===== src/rtl/qed_dup_if.sv =====
// qed_dup_if
// Bundles the fetch-side signals seen by the QED duplicate-mode controller.
//   master : fetch control. Drives qed_en, qed_switch, IF_stall and
//            ifu_qed_instruction. Observes the controller outputs.
//   slave  : qed_dup_ctrl. Observes the fetch signals. Drives exec_dup,
//            qed_hold, qed_ready and pending_cnt.
// Signals:
//   qed_en              enables switching into duplicate mode
//   qed_switch          early switch request
//   IF_stall            fetch stall (no insert/delete that cycle)
//   ifu_qed_instruction fetched instruction, opcode 7'h7f is a NOP
//   exec_dup            duplicate mode (to the QED instruction queue)
//   qed_hold            drain hold, ORed into IF_stall by integration
//   qed_ready           one-cycle "balanced and drained" pulse
//   pending_cnt         tracked queue occupancy
interface qed_dup_if;
    logic        qed_en;
    logic        qed_switch;
    logic        IF_stall;
    logic [31:0] ifu_qed_instruction;
    logic        exec_dup;
    logic        qed_hold;
    logic        qed_ready;
    logic [6:0]  pending_cnt;

    modport master (
        output qed_en, qed_switch, IF_stall, ifu_qed_instruction,
        input  exec_dup, qed_hold, qed_ready, pending_cnt
    );

    modport slave (
        input  qed_en, qed_switch, IF_stall, ifu_qed_instruction,
        output exec_dup, qed_hold, qed_ready, pending_cnt
    );
endinterface


===== src/rtl/qed_dup_ctrl.sv =====
// qed_dup_ctrl
// Mode controller for the duplicate-execution side of the QED instruction
// queue. In ORIG it counts original instructions inserted into the queue.
// It switches to DUP on request or on threshold, and counts replays out of
// the queue. After the last replay it holds fetch for DRAIN_CYCLES in CHECK.
// It then pulses qed_ready and returns to ORIG.
// Ports:
//   clk    rising-edge clock
//   rst_n  asynchronous active-low reset
//   bus    qed_dup_if.slave. Carries the fetch inputs (qed_en, qed_switch,
//          IF_stall, ifu_qed_instruction) and the outputs (exec_dup,
//          qed_hold, qed_ready, pending_cnt).
module qed_dup_ctrl #(
    parameter int MAX_PENDING  = 127,
    parameter int DUP_THRESH   = 16,
    parameter int DRAIN_CYCLES = 5
) (
    input  logic       clk,
    input  logic       rst_n,
    qed_dup_if.slave   bus
);

    localparam logic [6:0] MAX_P   = 7'(MAX_PENDING);
    localparam logic [6:0] THRESH  = 7'(DUP_THRESH);
    localparam logic [3:0] DRAIN_L = 4'(DRAIN_CYCLES - 1);

    typedef enum logic [1:0] {
        ORIG  = 2'd0,
        DUP   = 2'd1,
        CHECK = 2'd2
    } state_t;

    state_t     state_reg;
    logic [6:0] pending_reg;
    logic [3:0] drain_reg;
    logic       ready_reg;

    logic is_nop;
    logic ins_event;
    logic del_event;
    logic switch_req;

    // Only the opcode field matters here; the remaining bits are unused.
    logic unused_instr_bits;
    assign unused_instr_bits = ^bus.ifu_qed_instruction[31:7];

    assign is_nop = (bus.ifu_qed_instruction[6:0] == 7'h7f);

    // These mirror the queue's own insert/delete rules. Keeping them
    // identical keeps pending_reg equal to queue occupancy.
    assign ins_event = (state_reg == ORIG) & ~bus.IF_stall & ~is_nop &
                       (pending_reg != MAX_P);
    assign del_event = (state_reg == DUP) & ~bus.IF_stall &
                       (pending_reg != 7'd0);

    // This uses the registered count. An insert in the same cycle still
    // lands in the queue, because exec_dup is 0 for that cycle.
    assign switch_req = bus.qed_en & (pending_reg != 7'd0) &
                        (bus.qed_switch | (pending_reg >= THRESH) |
                         (pending_reg == MAX_P));

    always_ff @(posedge clk or negedge rst_n) begin
        if (!rst_n) begin
            state_reg   <= ORIG;
            pending_reg <= 7'd0;
            drain_reg   <= 4'd0;
            ready_reg   <= 1'b0;
        end else begin
            ready_reg <= 1'b0;
            case (state_reg)
                ORIG: begin
                    if (ins_event)
                        pending_reg <= pending_reg + 7'd1;
                    if (switch_req)
                        state_reg <= DUP;
                end
                DUP: begin
                    if (del_event) begin
                        pending_reg <= pending_reg - 7'd1;
                        if (pending_reg == 7'd1) begin
                            state_reg <= CHECK;
                            drain_reg <= DRAIN_L;
                        end
                    end
                end
                CHECK: begin
                    // The drain count runs regardless of stall. The pipeline
                    // empties on its own once fetch is held.
                    if (drain_reg == 4'd0) begin
                        state_reg <= ORIG;
                        ready_reg <= 1'b1;
                    end else begin
                        drain_reg <= drain_reg - 4'd1;
                    end
                end
                default: state_reg <= ORIG;
            endcase
        end
    end

    assign bus.exec_dup    = (state_reg == DUP);
    assign bus.qed_hold    = (state_reg == CHECK);
    assign bus.qed_ready   = ready_reg;
    assign bus.pending_cnt = pending_reg;

endmodule


===== src/flat_wrapper.sv =====
// flat-port wrapper written by rule: the top's interface ports become plain ports
module qed_dup_ctrl_flat 
#(
    parameter int MAX_PENDING  = 127,
    parameter int DUP_THRESH   = 16,
    parameter int DRAIN_CYCLES = 5
)
  (clk, rst_n, bus_qed_en, bus_qed_switch, bus_IF_stall, bus_ifu_qed_instruction, bus_exec_dup, bus_qed_hold, bus_qed_ready, bus_pending_cnt);
  qed_dup_if bus_i ();
  input  logic clk;
  input  logic rst_n;
  input wire logic [$bits(bus_i.qed_en)-1:0] bus_qed_en;
  input wire logic [$bits(bus_i.qed_switch)-1:0] bus_qed_switch;
  input wire logic [$bits(bus_i.IF_stall)-1:0] bus_IF_stall;
  input wire logic [$bits(bus_i.ifu_qed_instruction)-1:0] bus_ifu_qed_instruction;
  output wire logic [$bits(bus_i.exec_dup)-1:0] bus_exec_dup;
  output wire logic [$bits(bus_i.qed_hold)-1:0] bus_qed_hold;
  output wire logic [$bits(bus_i.qed_ready)-1:0] bus_qed_ready;
  output wire logic [$bits(bus_i.pending_cnt)-1:0] bus_pending_cnt;
  assign bus_i.qed_en = bus_qed_en;
  assign bus_i.qed_switch = bus_qed_switch;
  assign bus_i.IF_stall = bus_IF_stall;
  assign bus_i.ifu_qed_instruction = bus_ifu_qed_instruction;
  assign bus_exec_dup = bus_i.exec_dup;
  assign bus_qed_hold = bus_i.qed_hold;
  assign bus_qed_ready = bus_i.qed_ready;
  assign bus_pending_cnt = bus_i.pending_cnt;
  qed_dup_ctrl #(.MAX_PENDING(MAX_PENDING), .DUP_THRESH(DUP_THRESH), .DRAIN_CYCLES(DRAIN_CYCLES)) u_core (.clk(clk), .rst_n(rst_n), .bus(bus_i));
endmodule

===== config.mk =====
export PLATFORM = sky130hd
export DESIGN_NAME = qed_dup_ctrl_flat
export DESIGN_NICKNAME = d
export VERILOG_FILES = /design/src/rtl/qed_dup_if.sv /design/src/rtl/qed_dup_ctrl.sv /design/src/flat_wrapper.sv
export SDC_FILE = /design/constraint.sdc
export NUM_CORES = 1
export LEC_CHECK = 0
export ABC_AREA = 1
export CAP_MARGIN = 30
export CORE_MARGIN = 2
export CORE_UTILIZATION = 41
export CTS_CLUSTER_DIAMETER = 100
export CTS_CLUSTER_SIZE = 8
export DETAILED_ROUTE_END_ITERATION = 8
export GPL_ROUTABILITY_DRIVEN = 1
export PLACE_DENSITY = 0.79
export SLEW_MARGIN = 15
export SYNTH_ARGS = -nofsm -noshare
export SYNTH_HDL_FRONTEND = slang
export SYNTH_SLANG_ARGS = --single-unit

===== constraint.sdc =====
create_clock -name clk -period 1.7 [get_ports clk]
set_clock_uncertainty 0.15 [all_clocks]
set_input_delay 0.255 -clock clk [delete_from_list [all_inputs] [get_ports clk]]
set_output_delay 0.255 -clock clk [all_outputs]
set_load 0.1 [all_outputs]

## Yosys cells after proc, flatten, opt, wreduce, memory -nomap -nowiden

Cells that the tools add are included.

| storage, ports and cells | value |
|---|---|
| bits in registers | 14 |
| output and inout port bits | 10 |

| cells by class | value |
|---|---|
| reduce and logical (&&, ||, !) cells | 8 |
| $add $sub $neg | 3 |
| equal/unequal tests | 12 |
| magnitude comparators | 1 |
| muxes and demuxes | 14 |
| bitwise gates (word level) | 11 |

Operators by type and width:

| cell | number |
|---|---|
| 7-bit == test (second input constant) | 2 |
| 7-bit two-way mux | 2 |
| 7-bit case mux with 2 select lines | 1 |
| 4-bit two-way mux | 3 |
| 2-bit by 1-bit != test with 1-bit output (second input constant) | 5 |
| 2-bit two-way mux | 4 |
| 4-bit case mux with 2 select lines | 1 |
| 4-bit AND reduction | 2 |
| 7-bit by 1-bit adder with 7-bit output (second input constant) | 1 |
| 1-bit bitwise AND | 7 |
| 7-bit by 1-bit == test with 1-bit output (second input constant) | 1 |
| 7-bit by 5-bit >= comparator with 1-bit output (second input constant) | 1 |
| 7-bit != test (second input constant) | 1 |
| 7-bit nonzero test | 1 |
| 7-bit by 1-bit subtractor with 7-bit output (second input constant) | 1 |
| 2-bit case mux with 3 select lines | 1 |
| 4-bit zero test | 1 |
| 2-bit nonzero test | 2 |
| 4-bit by 1-bit subtractor with 4-bit output (second input constant) | 1 |
| 3-bit AND reduction | 1 |
| 2-bit by 1-bit == test with 1-bit output (second input constant) | 1 |
| 2-bit == test (second input constant) | 1 |
| 2-bit zero test | 1 |
| 1-bit two-way mux | 2 |
| 3 further kinds | 5 |

## Longest topological paths before layout

| logic depth | value |
|---|---|
| depth in word-level cells | 6 |
| mapped depth | 10 |

## Worst setup path after synthesis

OpenSTA, ideal clock, no wires.

| timing | value |
|---|---|
| kind | register -> register |
| from | reg u_core.pending_reg[0] (netlist: u_core.bus.pending_cnt[0]) |
| to | reg u_core.pending_reg[3] (netlist: u_core.bus.pending_cnt[3]) |
| data arrival time | 1.971 ns |
| path buffers | 0 |
| data required time | 1.429 ns |
| cell stages (with the launch flop) | 9 |
| clock period less this slack | 2.241 ns |
| slack | -0.541 ns |
| setup time | 0.121 ns |
| path through | dfrtp_1 -> inv_1 -> ha_1 -> nand4_2 -> nand2_2 -> nand2_4 -> clkinv_4 -> nand2_1 -> nand2_1 |

| between the ends | value |
|---|---|
| word-level cells in the longest chain between the ends | 4 |
| elaborated cells between the ends (all ways) | 12 |
| those cells by class | add/sub (2); eq/ne (3); mux (3); bitwise (2); reduce/logical (2) |

RTL lines:

| item | RTL line | RTL |
|---|---|---|
| from (decl) | qed_dup_ctrl.sv:34 | `logic [6:0] pending_reg;` |
| from (signal assigned) | qed_dup_ctrl.sv:73 | `pending_reg <= pending_reg + 7'd1;` |
| from (signal assigned) | qed_dup_ctrl.sv:79 | `pending_reg <= pending_reg - 7'd1;` |
| parallel branches: the longest is 4 deep, another holds 7-bit by 1-bit subtractor with 7-bit output | - |  |

Parallel ways; which one is timed is not known. The select of a mux whose other input is x is not followed.
A chain may end at the register's enable or synchronous reset.

## Final worst setup path

| timing | value |
|---|---|
| from | reg u_core.pending_reg[0] (netlist: u_core.bus.pending_cnt[0]) |
| to | out bus_pending_cnt[0] |

RTL lines:

| item | RTL line | RTL |
|---|---|---|
| to (decl) | flat_wrapper.sv:19 | `output wire logic [$bits(bus_i.pending_cnt)-1:0] bus_pending_cnt;` |

No word-level cell between the ends.

==> flow_summary.toml <==
[run_status]
status = "finished clean"

[critical_path]
slowest_delay_ns = 0.54
rr_startpoint = "u_core.bus.pending_cnt[2]"
r2r_setup_slack_ns = 0.07
critPathSlowestCell = "dfrtp_4"
critPathTopFamily = "flip-flops"
cp.buffers_inverters = 3
cp_common_cell = "buf_4"
path_cells = "buf_4, buf_4, buf_12"
reg2reg_depth = 6
critPathCaptureType = "output port"
critPathKind = "reg2out"
cp.arrival_ns = 1.28
crit_cells = 3
critPathLaunch = "u_core.bus.pending_cnt[0]"
startpoint_type = "flip-flop"
crit_required_ns = 1.29
endpoint = "bus_pending_cnt[0]"
r2r-end = "u_core.drain_reg[2]"
crit_fanout = 7

[power]
clock_power_share_pct = 7.6
ir_worst_vdd_mv = 1.50
swShare_pct = 55.2
power_frac_comb_pct = 70.9
p_int_mw = 1.47
seqPwrFrac_pct = 21.5
power_density_nw_per_um2 = 2120
p_switching_mw = 1.81
power_mw = 3.28
leakage_nw = 0.744

[synthesis]
ys.flop_type = "dfrtp_1"
async_reset_ff_share_pct = 100
syn-mean-instance-area_um2 = 7.18
synth_top_area_share_pct = 33.9
synthTopCellsByArea = "dfrtp_1 34%, nand2_1 20%, ha_1 7.3%"
netlist_instances = 144
synth.cell_area_um2 = 1030
synth.ff_latch_count = 14
synth_common_cells = "55 x nand2_1, 14 x dfrtp_1, 14 x nor2_1, 12 x inv_1, 8 x nand3_1"
yosysTopAreaCell = "dfrtp_1"
synth.distinct_cells = 23
ys_seq_area_share_pct = 33.9
yosysWarnings = 0
synth_nets = 187
synth-edff-count = 0
synthMostInstantiatedCell = "nand2_1"

[timing]
hold_slack_ns = 0.122
tightest_slew_ns = 0.232
worst_slack_ns = 0.0176
period_share_pct = 99.0
hold_violations = 0
slew_viol_final = 0
rsz0062_at_grt = "true"
final-setup-viol-count = 0
fmax_mhz = 594
slew_headroom_pct = 84.5
period_needed_ns = 1.68

[cells_and_area]
n_antenna_cell = 0
drive_above_1_share_pct = 28.1
fillerInstances = 217
finalNetCount = 222
syn_to_final_growth_pct = 50.2
final_design_area_no_fill_um2 = 1550
largest_reg_flops = 7

[clocking]
h-tree-depth = 1
cts_buffer_depth = 2
clock-sinks = 14
clk_pin_slew_ns = 0.09
cts_buffers = 3
tritoncts = "built"
insertion_delay_ns = 0.29
root_buffer = "clkbuf_4"
cts_hold_buf = 0

[global_routing]
track_usage_pct = 19.8
antenna_found_initial = 0
grt_max_degree = 15
grt_pass1_vias = 993
grt.overflow.total = 0
grt_pass1_wl_mm = 4.17

[drt]
drc = 0
wire_per_inst_um = 12.7
avgViaCountPerCell = 4.99
ant_nets = 0
routed_wl_mm = 2.64
initialDrtViolationCount = 20
vias = 1038
drt-pass1-iter-count = 4

[die]
io_pins = 47
die-area_um2 = 2940
die_h_um = 54.2
num_rows = 18
die_x_um = 54.2
core_area_um2 = 2430
floorplan.initialDensity_pct = 42.5

[placement]
place_area_um2 = 1440
portBuffers = 21
place.gp.congestion = 0.846
pre_cts_ws_ns = 0.0659
dp_hpwl_mm = 1.91

[worst_hold_path]
hold_class = "in2async"

[run]
max-cap-violations = 0
==> worst reg2reg max path: cells and delay by family (launching register included) <==
kind          cells  cell delay, ns
simple gates      5            0.69
buf+inv           1            0.19
flops             1            0.57
==> worst min-delay path by stage <==
stage                                   start  slack [ns]                         to
after floorplan                         rst_n       -0.19  u_core.bus.pending_cnt[3]
after global placement    u_core.drain_reg[0]        0.34        u_core.drain_reg[0]
after detailed placement  u_core.drain_reg[0]        0.36        u_core.drain_reg[0]
after CTS                               rst_n        0.13        u_core.drain_reg[1]
after global routing                    rst_n        0.15        u_core.state_reg[0]
final                                   rst_n        0.12  u_core.bus.pending_cnt[4]
==> routing by layer <==
metal  share of wire [%]  global-route usage (%)  vias up
met3                 4.8                    2.50        9
met1                  40                    23.6      478
met5                   0                       0        -
met4                 2.4                    6.67        0
li1                    -                       -      522
met2                  52                    36.1       29
==> power by group through the flow <==
| stage | combinational (mW) | sequential [mW] | clock (mW) |
|---|---|---|---|
| final | 2.33 | 0.707 | 0.249 |
| after global placement | 2.09 | 0.702 | 0 |
| after detailed placement | 2.14 | 0.709 | 0 |
| after floorplan | 1.01 | 1.16 | 0 |
| after CTS | 2.19 | 0.704 | 0.254 |
| after global routing | 2.51 | 0.728 | 0.267 |
==> through the flow <==
stage / util [%] / cells / setup TNS [ns]
finish: 63.8 / 208 / 0
global placement: 59.1 / 197 / 0
global route: 63.8 / 208 / -0.0450
CTS: 61.0 / 202 / 0
detailed placement: 59.1 / 197 / 0
floorplan: - / 144 / 0
==> cells in the final DEF, fill, tap and decap left out, types with 4 or more instances in the layout <==
| cell | instances |
|---|---|
| nand2_1 | 53 |
| nor2_1 | 14 |
| clkdlybuf4s50_1 | 11 |
| inv_1 | 10 |
| buf_12 | 10 |
| buf_4 | 9 |
| nand3_1 | 8 |
| xor2_1 | 7 |
| dfrtp_1 | 7 |
| nand4_1 | 6 |
| inv_2 | 4 |
| nand2_4 | 4 |
| nor2_4 | 4 |
| ha_1 | 4 |
| dfrtp_2 | 4 |
==> layout make-up <==
class | count | area (um^2) | share of cell area, %
repair buffers | 30 | 378 | 24.3
well taps | 30 | 37.5 | 2.42
multi-input cells | 114 | 667 | 42.9
inverters | 16 | 67.6 | 4.35
clock buffers | 4 | 36.3 | 2.34
flip-flops and latches | 14 | 367 | 23.6
==> kinds of logic (layout without fill, tap and decap cells) <==
family                   after synthesis  in the layout  share of synthesized area (%)
buffers and inverters                 17             50                           7.38
flip-flops                            14             14                           33.9
XOR/XNOR                               9              9                           7.63
adder cells (fa/ha/maj)                6              6                           7.26
AO/OA/AOI/OAI                          3              3                           1.82
AND/OR/NAND/NOR                       95             96                           42.0
==> repair_timing <==
action	CTS	global route
resized for setup	1	6
buffers inserted	1	5
setup endpoints to repair	1	8
pin swaps	0	4
cloned	0	1
(Power assumes the default switching activity.)
